### config.mk
export PLATFORM = sky130hd
export DESIGN_NAME = cdb_arbiter
export DESIGN_NICKNAME = d
export VERILOG_FILES = /design/src/rtl/tomasulo_pkg.sv /design/src/rtl/cdb_arbiter_rr_picker.sv /design/src/rtl/cdb_arbiter.sv
export SDC_FILE = /design/constraint.sdc
export NUM_CORES = 1
export LEC_CHECK = 0
export CORE_ASPECT_RATIO = 0.75
export CORE_MARGIN = 3
export CORE_UTILIZATION = 38
export CTS_CLUSTER_SIZE = 20
export DETAILED_ROUTE_END_ITERATION = 10
export HOLD_SLACK_MARGIN = 0.06
export PLACE_DENSITY_LB_ADDON = 0.3
export SYNTH_ARGS = -nofsm -noshare
export SYNTH_HDL_FRONTEND = slang
export SYNTH_SLANG_ARGS = --single-unit
### constraint.sdc
create_clock -name clock -period 2.5 [get_ports clock]
set_clock_uncertainty 0.05 [all_clocks]
set_input_delay 0.25 -clock clock [delete_from_list [all_inputs] [get_ports clock]]
set_output_delay 0.25 -clock clock [all_outputs]
set_load 0.05 [all_outputs]
### src/rtl/tomasulo_pkg.sv
// Shared definitions for the Tomasulo core.
//   DEFAULT_DATA_W / DEFAULT_TAG_W : default result and tag widths
//   NO_SOURCE                      : all-zero tag, "no reservation station"
//   idx_w(n)                       : width of an index into n units (min 1)
package tomasulo_pkg;

  localparam int DEFAULT_DATA_W = 32;
  localparam int DEFAULT_TAG_W  = 6;

  localparam logic [DEFAULT_TAG_W-1:0] NO_SOURCE = '0;

  function automatic int idx_w(input int n);
    return (n <= 1) ? 1 : $clog2(n);
  endfunction

endpackage

### src/rtl/cdb_arbiter_rr_picker.sv
// Combinational round-robin picker.
//   elig  : request vector of candidates
//   ptr   : highest-priority position this cycle (0..N-1)
//   found : at least one candidate is eligible
//   grant : one-hot winner
//   idx   : binary index of the winner
// Search order is ptr, ptr+1, ... wrapping modulo N; the first hit wins.
module rr_picker
  import tomasulo_pkg::*;
#(
  parameter int N  = 2,
  parameter int IW = idx_w(N)
) (
  input  logic [N-1:0]  elig,
  input  logic [IW-1:0] ptr,
  output logic          found,
  output logic [N-1:0]  grant,
  output logic [IW-1:0] idx
);

  always_comb begin
    // NOTE: every output gets a default before the loop so no path leaves
    // it unassigned; otherwise synthesis infers a latch.
    found = 1'b0;
    grant = '0;
    idx   = '0;
    for (int off = 0; off < N; off++) begin
      int j;
      // ptr is always < N, so one conditional subtract implements the wrap.
      j = int'(ptr) + off;
      if (j >= N) j = j - N;
      if (!found && elig[j]) begin
        found    = 1'b1;
        grant[j] = 1'b1;
        idx      = IW'(j);
      end
    end
  end

endmodule

### src/rtl/cdb_arbiter.sv
// Common-data-bus arbiter: grants the CDB to one of N_UNITS execution units
// per cycle in round-robin order and broadcasts the winner's result and tag.
//   clock, reset_n : clock and asynchronous active-low reset
//   rts            : per-unit ready-to-send
//   unit_data      : unit i result in [i*DATA_W +: DATA_W]
//   unit_source    : unit i tag in [i*TAG_W +: TAG_W]
//   cdb_hold       : suppress any grant this edge (pointer frozen)
//   xmit           : one-cycle grant pulse, one-hot
//   CDB_data       : broadcast result (holds last value when idle)
//   CDB_source     : broadcast tag (NO_SOURCE when idle)
//   CDB_write      : broadcast valid, coincident with xmit
// All outputs are registered.
module cdb_arbiter
  import tomasulo_pkg::*;
#(
  parameter int N_UNITS = 2,
  parameter int DATA_W  = DEFAULT_DATA_W,
  parameter int TAG_W   = DEFAULT_TAG_W
) (
  input  logic                       clock,
  input  logic                       reset_n,
  input  logic [N_UNITS-1:0]         rts,
  input  logic [N_UNITS*DATA_W-1:0]  unit_data,
  input  logic [N_UNITS*TAG_W-1:0]   unit_source,
  input  logic                       cdb_hold,
  output logic [N_UNITS-1:0]         xmit,
  output logic [DATA_W-1:0]          CDB_data,
  output logic [TAG_W-1:0]           CDB_source,
  output logic                       CDB_write
);

  localparam int IW = idx_w(N_UNITS);

  logic [IW-1:0]      ptr;
  logic [N_UNITS-1:0] elig;
  logic               found;
  logic [N_UNITS-1:0] grant;
  logic [IW-1:0]      win_idx;
  logic [DATA_W-1:0]  sel_data;
  logic [TAG_W-1:0]   sel_src;

  // A unit granted last cycle still shows its stale rts this edge; mask it.
  assign elig = rts & ~xmit;

  rr_picker #(.N(N_UNITS), .IW(IW)) u_picker (
    .elig  (elig),
    .ptr   (ptr),
    .found (found),
    .grant (grant),
    .idx   (win_idx)
  );

  // AND-OR mux driven by the one-hot grant.
  always_comb begin
    sel_data = '0;
    sel_src  = '0;
    for (int i = 0; i < N_UNITS; i++) begin
      sel_data = sel_data | (unit_data[i*DATA_W +: DATA_W] & {DATA_W{grant[i]}});
      sel_src  = sel_src  | (unit_source[i*TAG_W +: TAG_W] & {TAG_W{grant[i]}});
    end
  end

  // NOTE: sequential state uses non-blocking assignments so every flop
  // samples the pre-edge values, independent of statement order.
  always_ff @(posedge clock or negedge reset_n) begin
    if (!reset_n) begin
      ptr        <= '0;
      xmit       <= '0;
      CDB_write  <= 1'b0;
      CDB_data   <= '0;
      CDB_source <= '0;
    end else if (found && !cdb_hold) begin
      xmit       <= grant;
      CDB_write  <= 1'b1;
      CDB_data   <= sel_data;
      CDB_source <= sel_src;
      ptr        <= (win_idx == IW'(N_UNITS - 1)) ? '0 : win_idx + IW'(1);
    end else begin
      // Idle: drop the tag so tag-matching consumers ignore the bus;
      // CDB_data keeps its last value.
      xmit       <= '0;
      CDB_write  <= 1'b0;
      CDB_source <= TAG_W'(NO_SOURCE);
    end
  end

endmodule

==> results_dict.tcl, run 1 <==
set metrics [dict create \
    status "finished, final reports clean" \
    r2r_slack_ns 0.75 \
    drt-initial-drc-count 89 \
    min-delay-path-class "in2async" \
    p_sw_uw 909 \
    syn_area_sq_mm 0.00181 \
    clkSinkCount 42 \
    switching_share_pct 39.4 \
    insertion_delay_ns 0.30 \
    cts_resized 0 \
    setup.worst_path.start "xmit[1]$_DFF_PN0_" \
    gp_congestion 0.771 \
    drive_gt1_share_pct 4.69 \
    synth-seq-area-share_pct 58.1 \
    cts_max_level 2 \
    ys_warn_count 0 \
    critPathCaptureType "output port" \
    synth_top_area_cell "dfrtp_1" \
    comb_power_share_pct 43.2 \
    clk_pin_slew_ns 0.08 \
    ir_worst_vdd_mv 0.385 \
    ff2ff_path_depth 6 \
    ys_top_cells_by_count "64 x a21oi_1, 42 x dfrtp_1, 36 x nor2_1" \
    reg2reg_from "xmit[0]$_DFF_PN0_" \
    path_buf_inv 1 \
    path_cells "clkdlybuf4s50_1" \
    wirelength_microns 5580 \
    grt_pass1_vias 1812 \
    grt_first_pass_wirelength_microns 8720 \
    finalHoldViolations 0 \
    antenna_cells 0 \
    synth_edf_count 0 \
    p_per_area_mw_per_mm2 733 \
    overflow 0 \
    fill_cells 360 \
    drv_cap 0 \
    initial_core_util_pct 40.0 \
    crit_slowest_cell "clkdlybuf4s50_1" \
    drtPass1Iterations 4 \
    post_cts_buffers 0 \
    drv_slew 0 \
    critPathMaxStageDelay_ns 0.83 \
    yosys.cell_types.count 15 \
    pin_count 122 \
    synthArstFlopShare_pct 100 \
    worstPathArrival_ns 1.49 \
    synthesis.nets 282 \
    p_total_mw 2.31 \
    nNetsFinal 400 \
    min_period_ns 1.79 \
    leakage_nw 1.35 \
    grt_setup_unrepaired "no" \
    worst_path_dominant_cell_family "buffers and inverters" \
    io_buffers 121 \
    clockPowerShare_pct 19.7 \
    antenna_found_initial 0 \
    cts_tree "built" \
    internal_power_mw 1.40 \
    die_w_microns 85.7 \
    fmax_mhz 558 \
    worst-setup-path-type "reg2out" \
    rr_endpoint "CDB_data[25]$_DFFE_PN0P_" \
    grt_max_degree 43 \
    synthesis.instances 201 \
    ys_top_cells_by_area "dfrtp_1 58%, a21oi_1 18%, nor2_1 7.5%, nand2_1 6.6%, a22o_1 2.9%" \
    fin_crit_sh_pct 71.7 \
    clk_path_buf_depth 2 \
    syn2layout_area_growth_pct 73.7 \
    worstSetupStartpointType "register" \
    synth_flop_cell "dfrtp_1" \
    dr_total_vias 1893 \
    ctsRootBufferMaster "clkbuf_8" \
    p_seq_share_pct 37.1 \
    cts_hold_buffers 0 \
    viasPerCell 5.02 \
    drc 0 \
    cts_buffers 5 \
    synth_top_cell_area_share_pct 58.1 \
    setup_tns_ns 0 \
    hpwl_microns 3970 \
    max_slew_margin_pct 36.0 \
    worstPathMaxFanout 3 \
    setup_viol 0 \
    synth.ff_latch_count 42 \
    yosysMostFrequentCell "a21oi_1" \
    std_cell_rows 21 \
    core_sq_mm 0.00452 \
    tightest_slew_ns 0.959 \
    ant_nets 0 \
    required_ns 2.20 \
    die_h_microns 65.8 \
    syn_area_per_cell_sq_um 9.00 \
    die-area_sq_mm 0.00563 \
    track_usage_pct 20.1 \
    wl_per_cell_microns 14.8 \
]
-- power groups by stage --
stage / Sequential, mW / Clock (mW) / Combinational (mW)
global route: 0.869 / 0.497 / 1.05
floorplan: 1.27 / 0 / 0.183
global placement: 0.864 / 0 / 0.991
detailed placement: 0.868 / 0 / 1.00
CTS: 0.855 / 0.466 / 1.00
finish: 0.855 / 0.455 / 0.996
-- stage by stage --
step	hold WS [ns]	setup slack (ns)	utilization, %	instance area, sq um	std cells
floorplan	-0.0956	0.800	-	1810	201
global placement	0.395	0.559	67.5	3050	369
detailed placement	0.398	0.469	67.5	3050	369
CTS	0.0736	0.707	69.5	3140	377
global route	0.114	0.661	69.5	3140	377
finish	0.0487	0.708	69.5	3140	377
-- flip-flops by register name (all words and copies together), names as in the netlist, named ones only --
name and count:
CDB_data 32, xmit 2, CDB_source 6, CDB_write 1
-- worst max-delay path by stage --
stage | endpoint | slack, ns | cells after the start
finish | xmit[1] | 0.71 | 1
global route | CDB_data[15] | 0.66 | 1
CTS | CDB_data[5] | 0.71 | 1
detailed placement | CDB_data[11]$_DFFE_PN0P_ | 0.47 | 7
global placement | CDB_data[25]$_DFFE_PN0P_ | 0.56 | 7
floorplan | CDB_data[10]$_DFFE_PN0P_ | 0.80 | 7
-- logic make-up after synthesis --
kind of cell | after synthesis | synth area share (%)
buffers and inverters | 15 | 4.29
AOI/OAI and AO/OA | 72 | 21.5
DFF | 42 | 58.1
and+or+nand+nor | 72 | 16.1
-- final cells by class --
cell class / count / area, sq um / area share, %
clock buffers: 7 / 86.3 / 2.75
clock inverters: 1 / 5.00 / 0.159
inverters: 2 / 7.51 / 0.239
repair buffers: 124 / 1240 / 39.5
well taps: 57 / 71.3 / 2.27
multi-input cells: 144 / 681 / 21.7
flip-flops and latches: 42 / 1050 / 33.4
-- layer usage --
layer,part of all wire [%],up-vias,track usage [%]
li1,-,904,-
met1,43,890,25.2
met2,45,94,32.2
met3,12,5,8.77
met4,0.61,0,4.15
met5,0,-,0
-- cell usage in the layout, fill, tap and decap left out, drive strengths merged --
cell type	count
inv	2
nand2	32
nor2b	1
nor3	1
a21oi	64
a211o	1
a22o	6
clkinv	1
a21o	1
nand2b	2
dfrtp	42
clkdlybuf4s50	120
buf	4
nor2	36
clkbuf	7
Note: power is estimated with default switching activity, not from simulation.
==> run 2: changes to the inputs <==
Settings changed: CORE_UTILIZATION 38 to 32.
Clock period 2.5 ns to 1.6 ns, I/O delays scaled along.
==> run 2 against run 1 <==
- critical path depth increased by 5
- non-clock buffer count increased by 11
- combinational power increased by 54%
- global-route usage decreased by 3.0 points
- via count decreased by 1.2%
- sequential cell count unchanged
- first-iteration DRC count decreased by 57%
- count of clock-buffer cells in the layout increased by 1
- largest cell class unchanged
==> results_dict.tcl, run 2 (same netlist as run 1, synthesis figures left out) <==
set metrics [dict create \
    status "finished, final reports clean" \
    fmax_mhz 697 \
    worst-setup-path-type "reg2reg" \
    leakage_nw 1.44 \
    core_sq_mm 0.00541 \
    tightest_slew_ns 0.449 \
    hold_ws_ns 0.317 \
    regMostFlops "CDB_data" \
    ctsRootBufferMaster "clkbuf_8" \
    nNetsFinal 411 \
    path_cells "nand2b_1 -> a21o_1 -> inv_2 -> buf_12 -> a21oi_1 -> a21oi_1" \
    min_period_ns 1.43 \
    gp_congestion 0.708 \
    p_per_area_mw_per_mm2 1110 \
    setup_viol 0 \
    max_slew_margin_pct 70.1 \
    grt_setup_unrepaired "no" \
    drv_cap 0 \
    most-common-layout-cells "79 x clkdlybuf4s50_1, 64 x a21oi_1, 50 x buf_4" \
    clk_path_buf_depth 2 \
    p_total_mw 3.52 \
    hpwl_microns 4180 \
    ir_worst_vdd_mv 0.484 \
    syn2layout_area_growth_pct 75.6 \
    setup_tns_ns 0 \
    cts_hold_buffers 1 \
    drt-initial-drc-count 38 \
    clkSinkCount 42 \
    regArea_sq_mm 0.00105 \
    initial_core_util_pct 33.4 \
    largest_register_ffs 32 \
    grt_first_pass_wirelength_microns 8980 \
    ant_nets 0 \
    drc 0 \
    dr_total_vias 1871 \
    wirelength_microns 5430 \
    insertion_delay_ns 0.28 \
    io_buffers 121 \
    final_common_cell "clkdlybuf4s50_1" \
    cts_tree "built" \
    critPathCaptureType "register" \
    fin_crit_sh_pct 89.7 \
    finalHoldViolations 0 \
    top_regs "CDB_data x32, CDB_source x6, xmit x2" \
    grt_max_degree 22 \
    die_h_microns 71.1 \
    drive_gt1_share_pct 19.9 \
    overflow 0 \
    fill_cells 494 \
    post_cts_buffers 0 \
    crit_slowest_cell "dfrtp_2" \
    std_cell_rows 23 \
    fin_util_pct 58.7 \
    drv_slew 0 \
    path_buf_inv 2 \
    min-delay-path-class "in2async" \
    cp_common_cell "a21oi_1" \
    die-area_sq_mm 0.00660 \
    clk_pin_slew_ns 0.08 \
    worstPathMaxFanout 19 \
    worstSetupStartpointType "register" \
    grt_pass1_vias 1860 \
    worst_path_dominant_cell_family "compound AO/OA/AOI/OAI gates" \
    cts_buffers 5 \
    antenna_cells 0 \
    cts_max_level 2 \
    wl_per_cell_microns 13.4 \
    viasPerCell 4.61 \
    drtPass1Iterations 4 \
    cts_resized 0 \
    antenna_found_initial 0 \
    worstPathArrival_ns 1.59 \
    multi_input_area_sq_um 681 \
    required_ns 1.76 \
    pin_count 122 \
    track_usage_pct 17.1 \
    critPathMaxStageDelay_ns 0.42 \
    die_w_microns 92.8 \
]
## run 2: cell types whose count changed in the layout (fill, tap and decap cells not counted), moves of 2 or more
cell             before  now
dfrtp_2               0    2
clkbuf_1              1    3
clkdlybuf4s50_1     120   79
buf_12                1    4
buf_4                 2   50
dfrtp_1              42   40
## run 2: per-stage QoR
step / cells / worst slack (ns) / area, sq um
floorplan: 201 / 0.0297 / 1810
global placement: 397 / -0.0208 / 3090
detailed placement: 397 / -0.0672 / 3090
CTS: 406 / 0.154 / 3180
global route: 406 / 0.0705 / 3180
finish: 406 / 0.165 / 3180
## run 2: power by group
part	leakage [nW]	internal [mW]	switching, mW
Sequential	0.503	1.24	0.0995
Clock	0.0395	0.310	0.337
Combinational	0.903	0.567	0.964
Total	1.44	2.12	1.40
## run 2: layer usage
metal  vias up  GRT usage (%)  wire length [microns]
met2        94           26.7                   2360
li1        929              -                      -
met4         0           3.90                     23
met1       845           22.7                   2480
met3         3           6.38                    568
met5         -              0                      0
## run 2: final cells by class
class	instances	area share, %
Timing Repair Buffer	135	39.7
Sequential cell	42	33.2
Multi-Input combinational cell	144	21.4
Tap cell	75	2.95
Clock buffer	8	2.52
Inverter	2	0.236
## run 2: path summary, 6_finish.rpt
path	startpoint	to	slack, ns	depth (start not counted)
hold / removal	reset_n	xmit[1]$_DFF_PN0_	0.32	2
min in group clock	unit_data[21]	CDB_data[21]$_DFFE_PN0P_	0.40	3
hold reg to reg	CDB_data[10]$_DFFE_PN0P_	CDB_data[10]$_DFFE_PN0P_	0.47	2
setup reg to reg	xmit[1]$_DFF_PN0_	CDB_data[5]$_DFFE_PN0P_	0.17	6
max in group asynchronous	reset_n	CDB_data[3]$_DFFE_PN0P_	0.58	3
setup / recovery	xmit[1]$_DFF_PN0_	CDB_data[5]$_DFFE_PN0P_	0.17	6
==> run 3: changes to the inputs <==
Settings changed: HOLD_SLACK_MARGIN 0.06 to default.
==> results of run 3 <==
Final layout, timing and power as in run 2 (identical DEF).
